**src/rtl/uart_cmd_ctrl.sv**
```systemverilog
// uart_cmd_ctrl
// Parses framed host commands (0xA5, CMD, ARG, CHK with CHK = CMD ^ ARG)
// received from a uart_rx, drives the four board LEDs in either chaser or
// manual mode, and answers every complete frame with a two-byte ACK/NAK
// response through the uart_tx start/busy handshake. A saturating 8-bit
// counter records protocol errors (bad checksum, unknown command, timeout).
//
// Ports:
//   clk_50M    in   1  system clock
//   rst_n      in   1  asynchronous active-low reset
//   rx_dv      in   1  one-cycle strobe, rx_byte valid
//   rx_byte    in   8  received byte
//   tx_busy    in   1  transmitter active (rises the cycle after tx_start)
//   tx_start   out  1  one-cycle transmit request
//   tx_byte    out  8  byte to transmit, stable until tx_busy rises
//   leds       out  4  LED drive (bit 0 = led110 ... bit 3 = led115)
//   led_mode   out  1  0 = chaser, 1 = manual
//   err_count  out  8  saturating protocol-error count
module uart_cmd_ctrl #(
  parameter int CHASE_BITS     = 23,
  parameter int TIMEOUT_CYCLES = 5_000_000
) (
  input  logic       clk_50M,
  input  logic       rst_n,
  input  logic       rx_dv,
  input  logic [7:0] rx_byte,
  input  logic       tx_busy,
  output logic       tx_start,
  output logic [7:0] tx_byte,
  output logic [3:0] leds,
  output logic       led_mode,
  output logic [7:0] err_count
);

  localparam int CW   = CHASE_BITS + 3;
  localparam int TO_W = $clog2(TIMEOUT_CYCLES + 1);
  // The counter holds TIMEOUT_CYCLES-1 in the last cycle before it would
  // reach TIMEOUT_CYCLES, so the abort happens on that cycle's edge.
  localparam logic [TO_W-1:0] TO_LAST = TO_W'(TIMEOUT_CYCLES - 1);

  localparam logic [7:0] SYNC_BYTE = 8'hA5;
  localparam logic [7:0] ACK_BYTE  = 8'h06;
  localparam logic [7:0] NAK_BYTE  = 8'h15;
  localparam logic [7:0] ERR_CHK   = 8'h01;
  localparam logic [7:0] ERR_CMD   = 8'h02;

  typedef enum logic [2:0] {
    S_SYNC,
    S_CMD,
    S_ARG,
    S_CHK,
    S_EXEC,
    S_TX0,
    S_TX1
  } state_t;

  // Handshake sub-phase shared by S_TX0 and S_TX1.
  typedef enum logic [1:0] {
    P_IDLE,   // waiting for the transmitter to be free
    P_ACK,    // start issued, waiting for tx_busy to rise
    P_DONE    // waiting for tx_busy to fall
  } phase_t;

  state_t          state_reg, state_next;
  phase_t          phase_reg, phase_next;
  logic [7:0]      cmd_reg, cmd_next;
  logic [7:0]      arg_reg, arg_next;
  logic [7:0]      chk_reg, chk_next;
  logic [7:0]      resp1_reg, resp1_next;
  logic [CW-1:0]   chase_cnt_reg, chase_cnt_next;
  logic [TO_W-1:0] to_cnt_reg, to_cnt_next;
  logic            tx_start_reg, tx_start_next;
  logic [7:0]      tx_byte_reg, tx_byte_next;
  logic [3:0]      leds_reg, leds_next;
  logic            led_mode_reg, led_mode_next;
  logic [7:0]      err_count_reg, err_count_next;

  logic [3:0]      pattern;
  logic            err_inc;
  logic            chk_ok;
  logic            cmd_known;

  // Bounce pattern selected by the top three bits of the chaser counter.
  always_comb begin
    pattern = 4'b1000;
    case (chase_cnt_reg[CW-1 -: 3])
      3'd0:    pattern = 4'b1000;
      3'd1:    pattern = 4'b0100;
      3'd2:    pattern = 4'b0010;
      3'd3:    pattern = 4'b0001;
      3'd4:    pattern = 4'b0001;
      3'd5:    pattern = 4'b0010;
      3'd6:    pattern = 4'b0100;
      default: pattern = 4'b1000;
    endcase
  end

  assign chk_ok    = ((cmd_reg ^ arg_reg) == chk_reg);
  assign cmd_known = (cmd_reg == 8'h01) || (cmd_reg == 8'h02) || (cmd_reg == 8'h03);

  always_comb begin
    state_next     = state_reg;
    phase_next     = phase_reg;
    cmd_next       = cmd_reg;
    arg_next       = arg_reg;
    chk_next       = chk_reg;
    resp1_next     = resp1_reg;
    to_cnt_next    = '0;
    chase_cnt_next = chase_cnt_reg + CW'(1);
    tx_start_next  = 1'b0;
    tx_byte_next   = tx_byte_reg;
    led_mode_next  = led_mode_reg;
    leds_next      = led_mode_reg ? leds_reg : pattern;
    err_inc        = 1'b0;

    case (state_reg)
      S_SYNC: begin
        if (rx_dv && (rx_byte == SYNC_BYTE)) begin
          state_next = S_CMD;
        end
      end

      S_CMD, S_ARG, S_CHK: begin
        if (to_cnt_reg == TO_LAST) begin
          // Timeout wins over a byte in the same cycle, except that a sync
          // byte is taken as the start of a fresh frame.
          err_inc    = 1'b1;
          state_next = (rx_dv && (rx_byte == SYNC_BYTE)) ? S_CMD : S_SYNC;
        end else if (rx_dv) begin
          case (state_reg)
            S_CMD: begin
              cmd_next   = rx_byte;
              state_next = S_ARG;
            end
            S_ARG: begin
              arg_next   = rx_byte;
              state_next = S_CHK;
            end
            default: begin
              chk_next   = rx_byte;
              state_next = S_EXEC;
            end
          endcase
        end else begin
          to_cnt_next = to_cnt_reg + TO_W'(1);
        end
      end

      S_EXEC: begin
        if (!chk_ok) begin
          tx_byte_next = NAK_BYTE;
          resp1_next   = ERR_CHK;
          err_inc      = 1'b1;
        end else if (!cmd_known) begin
          tx_byte_next = NAK_BYTE;
          resp1_next   = ERR_CMD;
          err_inc      = 1'b1;
        end else begin
          if (cmd_reg == 8'h01) begin
            led_mode_next = 1'b1;
            leds_next     = arg_reg[3:0];
          end else if (cmd_reg == 8'h02) begin
            led_mode_next = 1'b0;
            leds_next     = pattern;
          end
          tx_byte_next = ACK_BYTE;
          // Status reports the values being registered on this same edge.
          resp1_next   = {led_mode_next, 3'b000, leds_next};
        end
        state_next = S_TX0;
        // Launch the first byte straight away when the transmitter is free.
        if (!tx_busy) begin
          tx_start_next = 1'b1;
          phase_next    = P_ACK;
        end else begin
          phase_next    = P_IDLE;
        end
      end

      S_TX0, S_TX1: begin
        case (phase_reg)
          P_IDLE: begin
            if (!tx_busy) begin
              tx_start_next = 1'b1;
              phase_next    = P_ACK;
            end
          end
          P_ACK: begin
            if (tx_busy) begin
              phase_next = P_DONE;
            end
          end
          P_DONE: begin
            if (!tx_busy) begin
              phase_next = P_IDLE;
              if (state_reg == S_TX0) begin
                state_next   = S_TX1;
                tx_byte_next = resp1_reg;
              end else begin
                state_next   = S_SYNC;
              end
            end
          end
          default: phase_next = P_IDLE;
        endcase
      end

      default: state_next = S_SYNC;
    endcase

    err_count_next = (err_inc && (err_count_reg != 8'hFF)) ?
                     (err_count_reg + 8'd1) : err_count_reg;
  end

  always_ff @(posedge clk_50M or negedge rst_n) begin
    if (!rst_n) begin
      state_reg     <= S_SYNC;
      phase_reg     <= P_IDLE;
      cmd_reg       <= '0;
      arg_reg       <= '0;
      chk_reg       <= '0;
      resp1_reg     <= '0;
      chase_cnt_reg <= '0;
      to_cnt_reg    <= '0;
      tx_start_reg  <= 1'b0;
      tx_byte_reg   <= '0;
      leds_reg      <= '0;
      led_mode_reg  <= 1'b0;
      err_count_reg <= '0;
    end else begin
      state_reg     <= state_next;
      phase_reg     <= phase_next;
      cmd_reg       <= cmd_next;
      arg_reg       <= arg_next;
      chk_reg       <= chk_next;
      resp1_reg     <= resp1_next;
      chase_cnt_reg <= chase_cnt_next;
      to_cnt_reg    <= to_cnt_next;
      tx_start_reg  <= tx_start_next;
      tx_byte_reg   <= tx_byte_next;
      leds_reg      <= leds_next;
      led_mode_reg  <= led_mode_next;
      err_count_reg <= err_count_next;
    end
  end

  assign tx_start  = tx_start_reg;
  assign tx_byte   = tx_byte_reg;
  assign leds      = leds_reg;
  assign led_mode  = led_mode_reg;
  assign err_count = err_count_reg;

endmodule
```
**config.mk**
```make
export PLATFORM = sky130hd
export DESIGN_NAME = uart_cmd_ctrl
export DESIGN_NICKNAME = d
export VERILOG_FILES = /design/src/rtl/uart_cmd_ctrl.sv
export SDC_FILE = /design/constraint.sdc
export NUM_CORES = 1
export LEC_CHECK = 0
export CAP_MARGIN = 20
export CORE_ASPECT_RATIO = 1.2
export CORE_MARGIN = 4
export CORE_UTILIZATION = 35
export DETAILED_ROUTE_END_ITERATION = 10
export GPL_TIMING_DRIVEN = 0
export PLACE_DENSITY = 0.6
export SLEW_MARGIN = 20
export SYNTH_ARGS = -nofsm -noshare
export SYNTH_HDL_FRONTEND = slang
export SYNTH_SLANG_ARGS = --single-unit
export TNS_END_PERCENT = 10
```
**constraint.sdc**
```tcl
create_clock -name clk_50M -period 4.6 [get_ports clk_50M]
set_input_delay 0.92 -clock clk_50M [delete_from_list [all_inputs] [get_ports clk_50M]]
set_output_delay 0.92 -clock clk_50M [all_outputs]
set_load 0.03 [all_outputs]
```
==> Yosys cells after proc, flatten, opt, wreduce, memory -nomap -nowiden <==
Cells that the tools add are included.
Widths: inputs -> output; s select.
{ "word_totals": {"register_bits": 108, "input_bits": 12, "wordCells": 110} }
{ "op_classes": {"addsub": 3, "eq_ne": 29, "muxes": 42, "bitwise": 3, "n_reduce_logical": 20} }
{ "op_table": {"columns": ["op", "count"], "rows": [
  ["$mux 23", 3],
  ["$mux 8", 5],
  ["$add 26x1->26 const B", 1],
  ["$mux 4", 6],
  ["$reduce_and 4->1", 6],
  ["$add 23x1->23 const B", 1],
  ["$eq 23x23->1 const B", 1],
  ["$eq 3x3->1 const B", 6],
  ["$mux 3", 6],
  ["$eq 8x2->1 const B", 2],
  ["$pmux 8 s2", 1],
  ["$eq 3x2->1 const B", 4],
  ["$ne 3x3->1 const B", 4],
  ["$pmux 3 s4", 1],
  ["$pmux 4 s3", 1],
  ["$mux 5", 2],
  ["$reduce_or 2->1", 5],
  ["$mux 1", 9],
  ["$add 8x1->8 const B", 1],
  ["$eq 8x1->1 const B", 1],
  ["$eq 8x8->1", 1],
  ["$eq 8x8->1 const B", 1],
  ["$ne 2x2->1 const B", 4],
  ["$ne 8x8->1 const B", 1],
  ["17 further kinds", 24]
]} }

==> Longest topological paths before layout <==
{ "depth": {"ltp_word": 9, "mapped_depth": 8, "mapped_depth_nobuf": 8} }

==> Worst setup path after synthesis <==
Ideal clock, no wire load.
{ "synth_path": {"path_kind": "reg-to-reg", "from": "register cmd_reg[4]", "to": "register err_count_reg[1] (netlist: err_count[1])", "arrival_time_ns": 2.272, "required_ns": 4.475, "setup_slack_ns": 2.203, "stages_incl_launch_ff": 6, "synth_period_minus_slack_ns": 2.397, "cell_sequence": "dfrtp_1 > or4_4 > or3_4 > or4_4 > o2bb2ai_2 > mux2_4"} }
{ "synth_between": {"elab_chain_cells": 7, "word_cells_on_any_way": 11, "cone_classes": "eq/ne (4); mux (3); bitwise (1); reduce/logical (3)"} }
{ "synth_lines": {"columns": ["element", "line", "text"], "rows": [
  ["start: declaration", "66", "logic [7:0] cmd_reg, cmd_next;"],
  ["start signal: assignment", "233", "cmd_reg <= cmd_next;"],
  ["$eq 8x1->1 or $eq 8x2->1 (tied branches)", "99", "assign cmd_known = (cmd_reg == 8'h01) || (cmd_reg == 8'h02) || (cmd_reg == 8'h03);"],
  ["$logic_or 1x1->1 (2 in a row)", "99", null],
  ["$mux 1", "154", "end else if (!cmd_known) begin"],
  ["$mux 1 *", "150", "if (!chk_ok) begin"],
  ["$pmux 1 s2 *", "116", "case (state_reg)"],
  ["$logic_and 1x1->1 *", "211", "err_count_next = (err_inc && (err_count_reg != 8'hFF)) ?"],
  ["end signal: assignment", "243", "err_count_reg <= err_count_next;"],
  ["end: declaration", "76", "logic [7:0] err_count_reg, err_count_next;"]
]} }
Every way passes the cells marked *; elsewhere a longest branch is shown, timed or not.
A chain may end at the register's enable or synchronous reset.

==> Final worst setup path <==
{ "layout_path": {"from": "register to_cnt_reg[2]", "to": "register arg_reg[3]"} }
{ "layout_between": {"elab_chain_cells": 3} }
{ "layout_lines": {"columns": ["element", "line", "text"], "rows": [
  ["start: declaration", "71", "logic [TO_W-1:0] to_cnt_reg, to_cnt_next;"],
  ["start signal: assignment", "238", "to_cnt_reg <= to_cnt_next;"],
  ["$eq 23x23->1", "124", "if (to_cnt_reg == TO_LAST) begin"],
  ["$not 1->1 (no line)", null, null],
  ["$reduce_and 4->1 (no line)", null, null],
  ["end signal: assignment", "234", "arg_reg <= arg_next;"],
  ["end: declaration", "67", "logic [7:0] arg_reg, arg_next;"]
]} }
No other way between the ends.

==> out/results.ini <==
[clocking]
clkTransAtPathRegs_ns=0.06
cts_made_buffers=9
cts_tree=yes
cts_sinks=103
cts_buffer_depth=2
htreeDepth=3
cts.repair.resized=0
root_buffer=clkbuf_16
hold_buffers=0
postCtsSetupBuffers=0
clkLatencyLatePin_ns=0.33

[placement]
placed_cells_incl_taps=652
place.port_buffers=31
dp.final_hpwl_microns=6880
place_congestion=0.798

[die]
coreArea_sq_mm=0.0138
die_w_microns=117
ios=34
start_util_pct=35.9
dieArea_sq_mm=0.0161
chipHeight_microns=138
row_count=47

[sta]
clock_skew_ns=0.00384
relSlewSlack_pct=49.4
drv_slew=0
rsz0062_at_grt=false
fin_tns_setup_ns=0
worst_pin_slew_ns=0.756
setup_viol=0
finalHoldViolCount=0
fmax_ghz=0.387
fin_crit_ns=2.59
finalCritPeriodShare_pct=56.2

[synthesis]
synth_warnings=0
synth_top_family_by_area=simple AND/OR/NAND/NOR gates
synth_compound_area_share_pct=4.82
synthMuxAreaShare_pct=8.10
async_reset_ff_share_pct=100
synth_edf_count=0
ys_types=47
seq_area_frac_synth_pct=52.0
ys.flop_type=dfrtp_1
synth-seq-cells=103
avgSynthCellArea_sq_um=11.1
syn_inst=448
yosys.area_share.adder_pct=1.77
yosys.area_share.simple_pct=18.0
syn_area_sq_mm=0.00496
synth_xor_area_share_pct=13.2

[critical_path]
criticalPathCategory=flip-flop to flip-flop
cp_num_buf_inv=0
crit_chain=and3_1 > and4_1 > a31oi_1 > nand2_1 > nor3b_2 > mux2_2
crit_family=simple AND/OR/NAND/NOR gates
end_kind=flip-flop
slowest_stage=nor3b_2
required_ns=4.82
cp.arrival_ns=2.81
r2r_slack_ns=2.01
max_stage_delay_ns=0.65
crit_fanout=8
critPathLaunchType=flip-flop

[global_routing]
antenna_found_initial=0
grt_pass1_wl_microns=16600
grt_max_degree=62
overflow=0
grt_pass1_vias=3464
grt_usage_pct=12.5

[layout]
fin_cells=668
area.growth.synth_to_final_pct=17.1
largest_reg_flops=26
fin_nets=511
drive_above_1_share_pct=11.9
fillers=1290
antenna_cells=0

[routing]
drc=0
vias=3327
wl_per_cell_microns=13.9
dr.first_iter.drc_count=176
viasPerCell=4.98
wl_microns=9300
dr.pass1.iters=4
antenna_left=0

[power]
power_leakage_uw=0.00254
max-vdd-ir-drop_mv=0.318
total_power_uw=2920
power_density_mw_per_mm2=503

[flow_run]
maxCapViolCount=0

[worst_hold_path]
worstHoldPathType=flip-flop to flip-flop

[outcome]
status=finished, final reports clean

cell usage after synthesis, drive strengths merged (2+ instances only):
| cell type | number | share of area (%) |
|---|---|---|
| a21oi | 6 | 0.61 |
| a22o | 2 | 0.35 |
| a31oi | 3 | 0.38 |
| and2 | 4 | 0.50 |
| and3 | 13 | 1.6 |
| buf | 2 | 0.30 |
| clkbuf | 10 | 0.76 |
| dfrtp | 103 | 52 |
| ha | 7 | 1.8 |
| inv | 13 | 0.98 |
| mux2 | 30 | 6.9 |
| mux2i | 6 | 1.2 |
| nand2 | 46 | 3.5 |
| nand3 | 19 | 1.9 |
| nand4 | 12 | 1.5 |
| nor2 | 50 | 3.8 |
| nor3 | 10 | 1.2 |
| nor3b | 3 | 0.56 |
| nor4bb | 2 | 0.40 |
| o21ai | 15 | 1.5 |
| o221ai | 2 | 0.35 |
| o22ai | 2 | 0.25 |
| o311a | 2 | 0.40 |
| or3 | 6 | 0.86 |
| or3b | 2 | 0.35 |
| or4 | 4 | 0.76 |
| xnor2 | 36 | 6.4 |
| xnor3 | 8 | 3.6 |
| xor2 | 18 | 3.2 |
final cells by class:
type | count | area [sq um] | share of cell area [%]
clock buffers | 12 | 246 | 4.25
repair buffers | 32 | 339 | 5.84
multi-input cells | 321 | 2280 | 39.3
plain buffers | 12 | 52.6 | 0.905
inverters | 13 | 48.8 | 0.841
clock inverters | 4 | 45.0 | 0.776
flip-flops and latches | 103 | 2580 | 44.4
well taps | 171 | 214 | 3.69
worst register-to-register path, stage by stage (launching register included):
cell and delay (ns):
dfrtp_1 0.42, and3_1 0.23, and4_1 0.25, a31oi_1 0.32, nand2_1 0.19, nor3b_2 0.65, mux2_2 0.41
logic make-up (layout without fill, tap and decap cells):
logic type,Yosys count,count (layout)
other cells,1,2
fa+ha+maj,7,7
compound gates,37,37
buf+inv,25,73
flops,103,103
mux,36,36
simple gates,177,177
xor+xnor,62,62
layer usage:
| metal | vias up | global-route usage, % | part of all wire [%] |
|---|---|---|---|
| met5 | - | 0 | 0 |
| met4 | 0 | 4.53 | 1.5 |
| met3 | 9 | 2.62 | 2.8 |
| met2 | 36 | 20.2 | 49 |
| met1 | 1650 | 16.5 | 46 |
| li1 | 1632 | - | - |
cell usage in the layout (no fill, tap or decap), types with 9 or more instances in the layout:
| cell type | netlist | layout |
|---|---|---|
| dfrtp_1 | 103 | 103 |
| nor2_1 | 50 | 50 |
| nand2_1 | 46 | 46 |
| xnor2_1 | 36 | 36 |
| clkdlybuf4s50_1 | 0 | 30 |
| mux2_2 | 29 | 29 |
| nand3_1 | 19 | 19 |
| xor2_1 | 18 | 18 |
| o21ai_0 | 14 | 14 |
| inv_1 | 13 | 13 |
| and3_1 | 13 | 13 |
| clkbuf_1 | 10 | 12 |
| nand4_1 | 12 | 12 |
| clkbuf_16 | 0 | 9 |
path summary, 6_finish.rpt:
kind / start / endpoint / depth (start not counted)
max in group asynchronous: rst_n / chase_cnt_reg[17]$_DFF_PN0_ / 2
worst min register to register: to_cnt_reg[0]$_DFF_PN0_ / to_cnt_reg[0]$_DFF_PN0_ / 1
worst max-delay path: to_cnt_reg[2]$_DFF_PN0_ / arg_reg[3]$_DFFE_PN0P_ / 6
min in group asynchronous: rst_n / to_cnt_reg[8]$_DFF_PN0_ / 1
worst min-delay path: to_cnt_reg[0]$_DFF_PN0_ / to_cnt_reg[0]$_DFF_PN0_ / 1
worst max register to register: to_cnt_reg[2]$_DFF_PN0_ / arg_reg[3]$_DFFE_PN0P_ / 6
through the flow:
step / utilization, % / hold WS [ns] / cell area (sq um) / setup slack, ns
6_report: 42.0 / 0.455 / 5810 / 2.01
5_1_grt: 42.0 / 0.468 / 5810 / 1.80
4_1_cts: 42.0 / 0.458 / 5810 / 2.01
3_5_place_dp: 39.9 / 0.449 / 5510 / 1.74
3_3_place_gp: 39.7 / 0.437 / 5490 / -1.24
2_1_floorplan: - / 0.424 / 4960 / 2.20
power breakdown:
part | switching [uW] | internal (uW)
registers | 148 | 1080
logic | 453 | 493
clock network | 312 | 434
total | 913 | 2010
No activity file was read; power rests on OpenSTA's default activity.
==> edit 1 (same settings) <==
Make the reset (`rst_n`) synchronous in one clocked block. Comments in the files are not updated.
--- a/src/rtl/uart_cmd_ctrl.sv
+++ b/src/rtl/uart_cmd_ctrl.sv
@@ -212,7 +212,7 @@
                      (err_count_reg + 8'd1) : err_count_reg;
   end
 
-  always_ff @(posedge clk_50M or negedge rst_n) begin
+  always_ff @(posedge clk_50M) begin
     if (!rst_n) begin
       state_reg     <= S_SYNC;
       phase_reg     <= P_IDLE;
Function: differs if rst_n is asserted again (counterexample within 4 cycles, from zero or initial values and one cycle with rst_n low); with rst_n held inactive, the same outputs for 4 cycles.
==> edit 1 against the unedited design <==
Area after synthesis is 1.6% higher. Utilization is 0.19 points lower. Sequential cell count unchanged. First-iteration DRC count up 36%. Wire length up 23%. Setup slack worse by 500 ps. Global-route usage increased by 1.5 points. Cell area up 0.39%.
Power is not compared: it rests on default switching activity, and its combinational part moved more than twofold at a synthesized area within 25%.
==> edit 1: results (changes against the unedited design) <==
* Outcome: finished, final reports clean (unchanged)
* #MultiIn Comb at 413 (was 321)
* Post-synthesis adder-cell area fraction at 0.00745 (was 0.0177)
* Worst Path Max Fanout at 5 (was 8)
* FF-to-FF Start: to_cnt_reg[0]$_SDFF_PP0_ (was to_cnt_reg[2]$_DFF_PN0_)
* Worst Path Arrival at 3300 ps (was 2810 ps)
* Detailed Route Iter0 Violations at 240 (was 176)
* Tmin final at 3080 ps (was 2590 ps)
* Synth area leaders: dfxtp_1 (41%), mux2i_1 (6.6%), nor2_1 (5.7%) (was dfrtp_1 (52%), mux2_2 (6.6%), xnor2_1 (6.4%))
* Largest net degree at the start of global routing at 16 (was 62)
* Nets@finish at 610 (was 511)
* Layout cell share with drive strength beyond 1 at 0.0653 (was 0.119)
* Routed vias at 4099 (was 3327)
* GRT Util Overall at 0.140 (was 0.125)
* Final HPWL DP at 8460 microns (was 6880 microns)
* Met2 wire length at 5630 microns (was 4590 microns)
* Vias in the first global route at 4004 (was 3464)
* RR Endpoint: cmd_reg[7]$_SDFFE_PN0P_ (was arg_reg[3]$_DFFE_PN0P_)
* Internal reg-to-reg setup slack at 2180 ps (was 2010 ps)
* Top cell types by occurrence after synthesis: dfxtp_1 (103), nor2_1 (76), nand2_1 (37), mux2i_1 (33), a21oi_1 (29) (was dfrtp_1 (103), nor2_1 (50), nand2_1 (46), xnor2_1 (36), mux2_2 (29))
* Fraction of cell area in non-clock buffers at 0.0704 (was 0.0675)
* Main flop type after synthesis: dfxtp_1 (was dfrtp_1)
* Area occupied by multi-input gates at 2820 sq um (was 2280 sq um)
* Post-synthesis async set-or-reset flop share at 0 (was 1.00)
* Yosys cell types at 65 (was 47)
* Hold EP: chase_cnt_reg[0]$_SDFF_PN0_ (was to_cnt_reg[0]$_DFF_PN0_)
* Inst Count DP at 755 (was 652)
* Number of non-clock inverters in the layout at 14 (was 13)
* Reg2reg path depth at 7 (was 6)
* First-pass GRT wire length at 19400 microns (was 16600 microns)
* Metal-1 WL at 5220 microns (was 4320 microns)
* Critical Path Start: rx_byte[1] (was to_cnt_reg[2]$_DFF_PN0_)
* Placed cell area at 5550 sq um (was 5510 sq um)
* Mux cell area share after synthesis at 0.0701 (was 0.0810)
* Register area at 2060 sq um (was 2580 sq um)
* Smallest hold slack at 441 ps (was 455 ps)
* DP Worst Slack at 1180 ps (was 1740 ps)
* Sequential-to-total area share from yosys stat at 0.409 (was 0.520)
* Met3 GRT Util at 0.0284 (was 0.0262)
* Port bufs at 30 (was 31)
* Clk cell area share at 0.0470 (was 0.0502)
* GRT met1 Usage at 0.179 (was 0.165)
* Slew HR at 0.427 (was 0.494)
* Routability-driven placement congestion ratio at 0.821 (was 0.798)
* Routed vias/inst at 5.34 (was 4.98)
* Fillers at 1364 (was 1290)
* Compound-Gate Fraction of Synth Area at 0.132 (was 0.0482)
* Max incr delay on CP at 580 ps (was 650 ps)
* First-pass DRT Iterations at 7 (was 4)
* Post-Synth XOR/XNOR Area at 0.102 (was 0.132)
edit 1: cell count changes in the layout (fill, tap and decap cells not counted), moves of 5 or more:
| cell | unedited run | this run |
|---|---|---|
| mux2i_1 | 6 | 33 |
| nand2b_1 | 0 | 16 |
| o21a_1 | 0 | 8 |
| nor2_1 | 50 | 76 |
| a21oi_1 | 6 | 29 |
| nor4_1 | 0 | 9 |
| nand2_1 | 46 | 37 |
| xnor2_1 | 36 | 23 |
| dfxtp_1 | 0 | 103 |
| or3_1 | 5 | 10 |
| dfrtp_1 | 103 | 0 |
| mux2_2 | 29 | 2 |
edit 1: power by group:
part	total [W]	leakage (nW)	switching, W	internal [W]
Clock	0.000730	0.137	0.000317	0.000413
Sequential	0.000905	0.830	0.00000674	0.000899
Combinational	0.000104	0.950	0.0000649	0.0000391
==> edit 2 (same flow settings) <==
Made on the original files. The parameter `TIMEOUT_CYCLES` goes from 5_000_000 to 1_250_000.
--- a/src/rtl/uart_cmd_ctrl.sv
+++ b/src/rtl/uart_cmd_ctrl.sv
@@ -18,7 +18,7 @@
 //   err_count  out  8  saturating protocol-error count
 module uart_cmd_ctrl #(
   parameter int CHASE_BITS     = 23,
-  parameter int TIMEOUT_CYCLES = 5_000_000
+  parameter int TIMEOUT_CYCLES = 1_250_000
 ) (
   input  logic       clk_50M,
   input  logic       rst_n,
Check against the original RTL: no difference found for any inputs over 4 cycles, from zero or initial values and one cycle with rst_n low; that may be too few to reach the edited logic, so the function may still have changed.
==> edit 2 against the unedited design <==
Sequential cell count down 2. Via count up 3.2%. Cell area up 1.5%. Die area up 2.0%. Setup slack worse by 250 ps. Area after synthesis up 2.1%. Wire length up 5.4%. Critical path depth down 1. Power down 3.8%. Non-clock buffer count unchanged. Largest cell class unchanged. Highest routed layer unchanged.
==> edit 2: results (changes against the unedited design) <==
* Outcome: finished, final reports clean (unchanged)
* Sequential share of cell area at 0.429 (was 0.444)
* DIE AREA at 16500 sq um (was 16100 sq um)
* Fraction of cell area in non-clock buffers at 0.0707 (was 0.0675)
* Largest net degree at the start of global routing at 60 (was 62)
* Vias in the first global route at 3549 (was 3464)
* Layout Area Growth over Synthesis at 16.4% (was 17.1%)
* Clk cell area share at 0.0467 (was 0.0502)
* Fillers at 1381 (was 1290)
* Yosys cell types at 62 (was 47)
* Clock Power Share at 0.252 (was 0.255)
* Critical Path Slowest Stage Cell: a211oi_2 (was nor3b_2)
* Fin cells at 669 (was 668)
* #MultiIn Comb at 318 (was 321)
* Area occupied by multi-input gates at 2390 sq um (was 2280 sq um)
* Maximum VDD drop at 247 uV (was 318 uV)
* Clk Latency, worst-skew pair at 340 ps
* Detailed Route Iter0 Violations at 130 (was 176)
* First-pass DRT Iterations at 6 (was 4)
* Number of non-clock inverters in the layout at 19 (was 13)
* Critical Path Start: tx_busy (was to_cnt_reg[2]$_DFF_PN0_)
* Clock skew at 7.65 ps (was 3.84 ps)
* Measured slew at the worst slew-check pin at 915 ps (was 756 ps)
* CP top delay family: compound AO/OA/AOI/OAI gates (was simple AND/OR/NAND/NOR gates)
* Comb power frac at 0.322 (was 0.324)
* Sequential-to-total area share from yosys stat at 0.499 (was 0.520)
* Worst Path Arrival at 3060 ps (was 2810 ps)
* Yosys reg bits at 101 (was 103)
* WL/cell at 14.7 microns (was 13.9 microns)
* Layout cell share with drive strength beyond 1 at 0.127 (was 0.119)
* Synth area leaders: dfrtp_1 (50%), xnor2_1 (6.1%), mux2_2 (4.2%) (was dfrtp_1 (52%), mux2_2 (6.6%), xnor2_1 (6.4%))
* Inst Count DP at 653 (was 652)
* FF-to-FF Start: cmd_reg[3]$_DFFE_PN0P_ (was to_cnt_reg[2]$_DFF_PN0_)
* Clock-pin slew on the worst setup and hold paths at 70 ps
* Placed cell area at 5620 sq um (was 5510 sq um)
* Routed vias/inst at 5.13 (was 4.98)
* Top cell types by occurrence after synthesis: dfrtp_1 (101), nor2_1 (38), xnor2_1 (35), nand3_1 (30), nand2_1 (22) (was dfrtp_1 (103), nor2_1 (50), nand2_1 (46), xnor2_1 (36), mux2_2 (29))
* Hold_sp: chase_cnt_reg[15]$_DFF_PN0_ (was to_cnt_reg[0]$_DFF_PN0_)
* GRT Util Overall at 0.125 (about the same)
* First-pass GRT wire length at 17100 microns (was 16600 microns)
* Nets@finish at 508 (was 511)
* Max incr delay on CP at 590 ps (was 650 ps)
* Worst Path Max Fanout at 10 (was 8)
* Post-Synthesis Cells at 449 (was 448)
* Routability-driven placement congestion ratio at 0.790 (was 0.798)
* Reg2reg path depth at 5 (was 6)
* Leakage power at 2.52 nW (was 2.54 nW)
* Clock buf count at 9 (was 12)
* Internal reg-to-reg setup slack at 2040 ps (was 2010 ps)
## edit 2: cell count changes after synthesis, moves of 8 or more
cell and delta:
mux2_4 +8, nor2_1 -12, nand2_1 -24, mux2_2 -10, nand3_1 +11, nor4_1 +9
## edit 2: worst reg2reg max path: stages (launching register included)
cell	delay, ps
dfrtp_1	430
nor4_2	550
o211ai_1	410
o31a_1	510
o21ai_2	230
mux2_4	320
## edit 2: path summary, 6_finish.rpt
kind	end
worst max-delay path	tx_byte[0]$_DFFE_PN0P_
worst min-delay path	chase_cnt_reg[15]$_DFF_PN0_
worst max register to register	err_count[1]$_DFFE_PN0P_
worst min register to register	chase_cnt_reg[15]$_DFF_PN0_
max in group asynchronous	chk_reg[3]$_DFFE_PN0P_
min in group asynchronous	to_cnt_reg[20]$_DFF_PN0_
## edit 2: per-layer routing
layer | track usage | up-vias | wire length, microns
li1 | - | 1682 | -
met1 | 0.165 | 1685 | 4660
met2 | 0.202 | 52 | 4670
met3 | 0.0256 | 15 | 265
met4 | 0.0488 | 0 | 208
met5 | 0 | - | 0
## edit 2: through the flow
stage	setup slack, ps	hold WS [ps]	power [W]
2_1_floorplan	2180	434	0.00188
3_3_place_gp	-1230	451	0.00211
3_5_place_dp	1450	450	0.00213
4_1_cts	1800	464	0.00285
5_1_grt	1670	491	0.00298
6_report	1770	466	0.00281
## edit 2: cell families (layout without fill, tap and decap cells)
kind of cell / Yosys count / in the layout / synth area share
compound gates: 51 / 51 / 0.0741
xor+xnor: 58 / 58 / 0.122
mux: 39 / 39 / 0.0907
flops: 101 / 101 / 0.499
fa+ha+maj: 3 / 3 / 0.00742
simple gates: 165 / 165 / 0.176
buf+inv: 31 / 79 / 0.0294
other cells: 1 / 2 / 0.000741
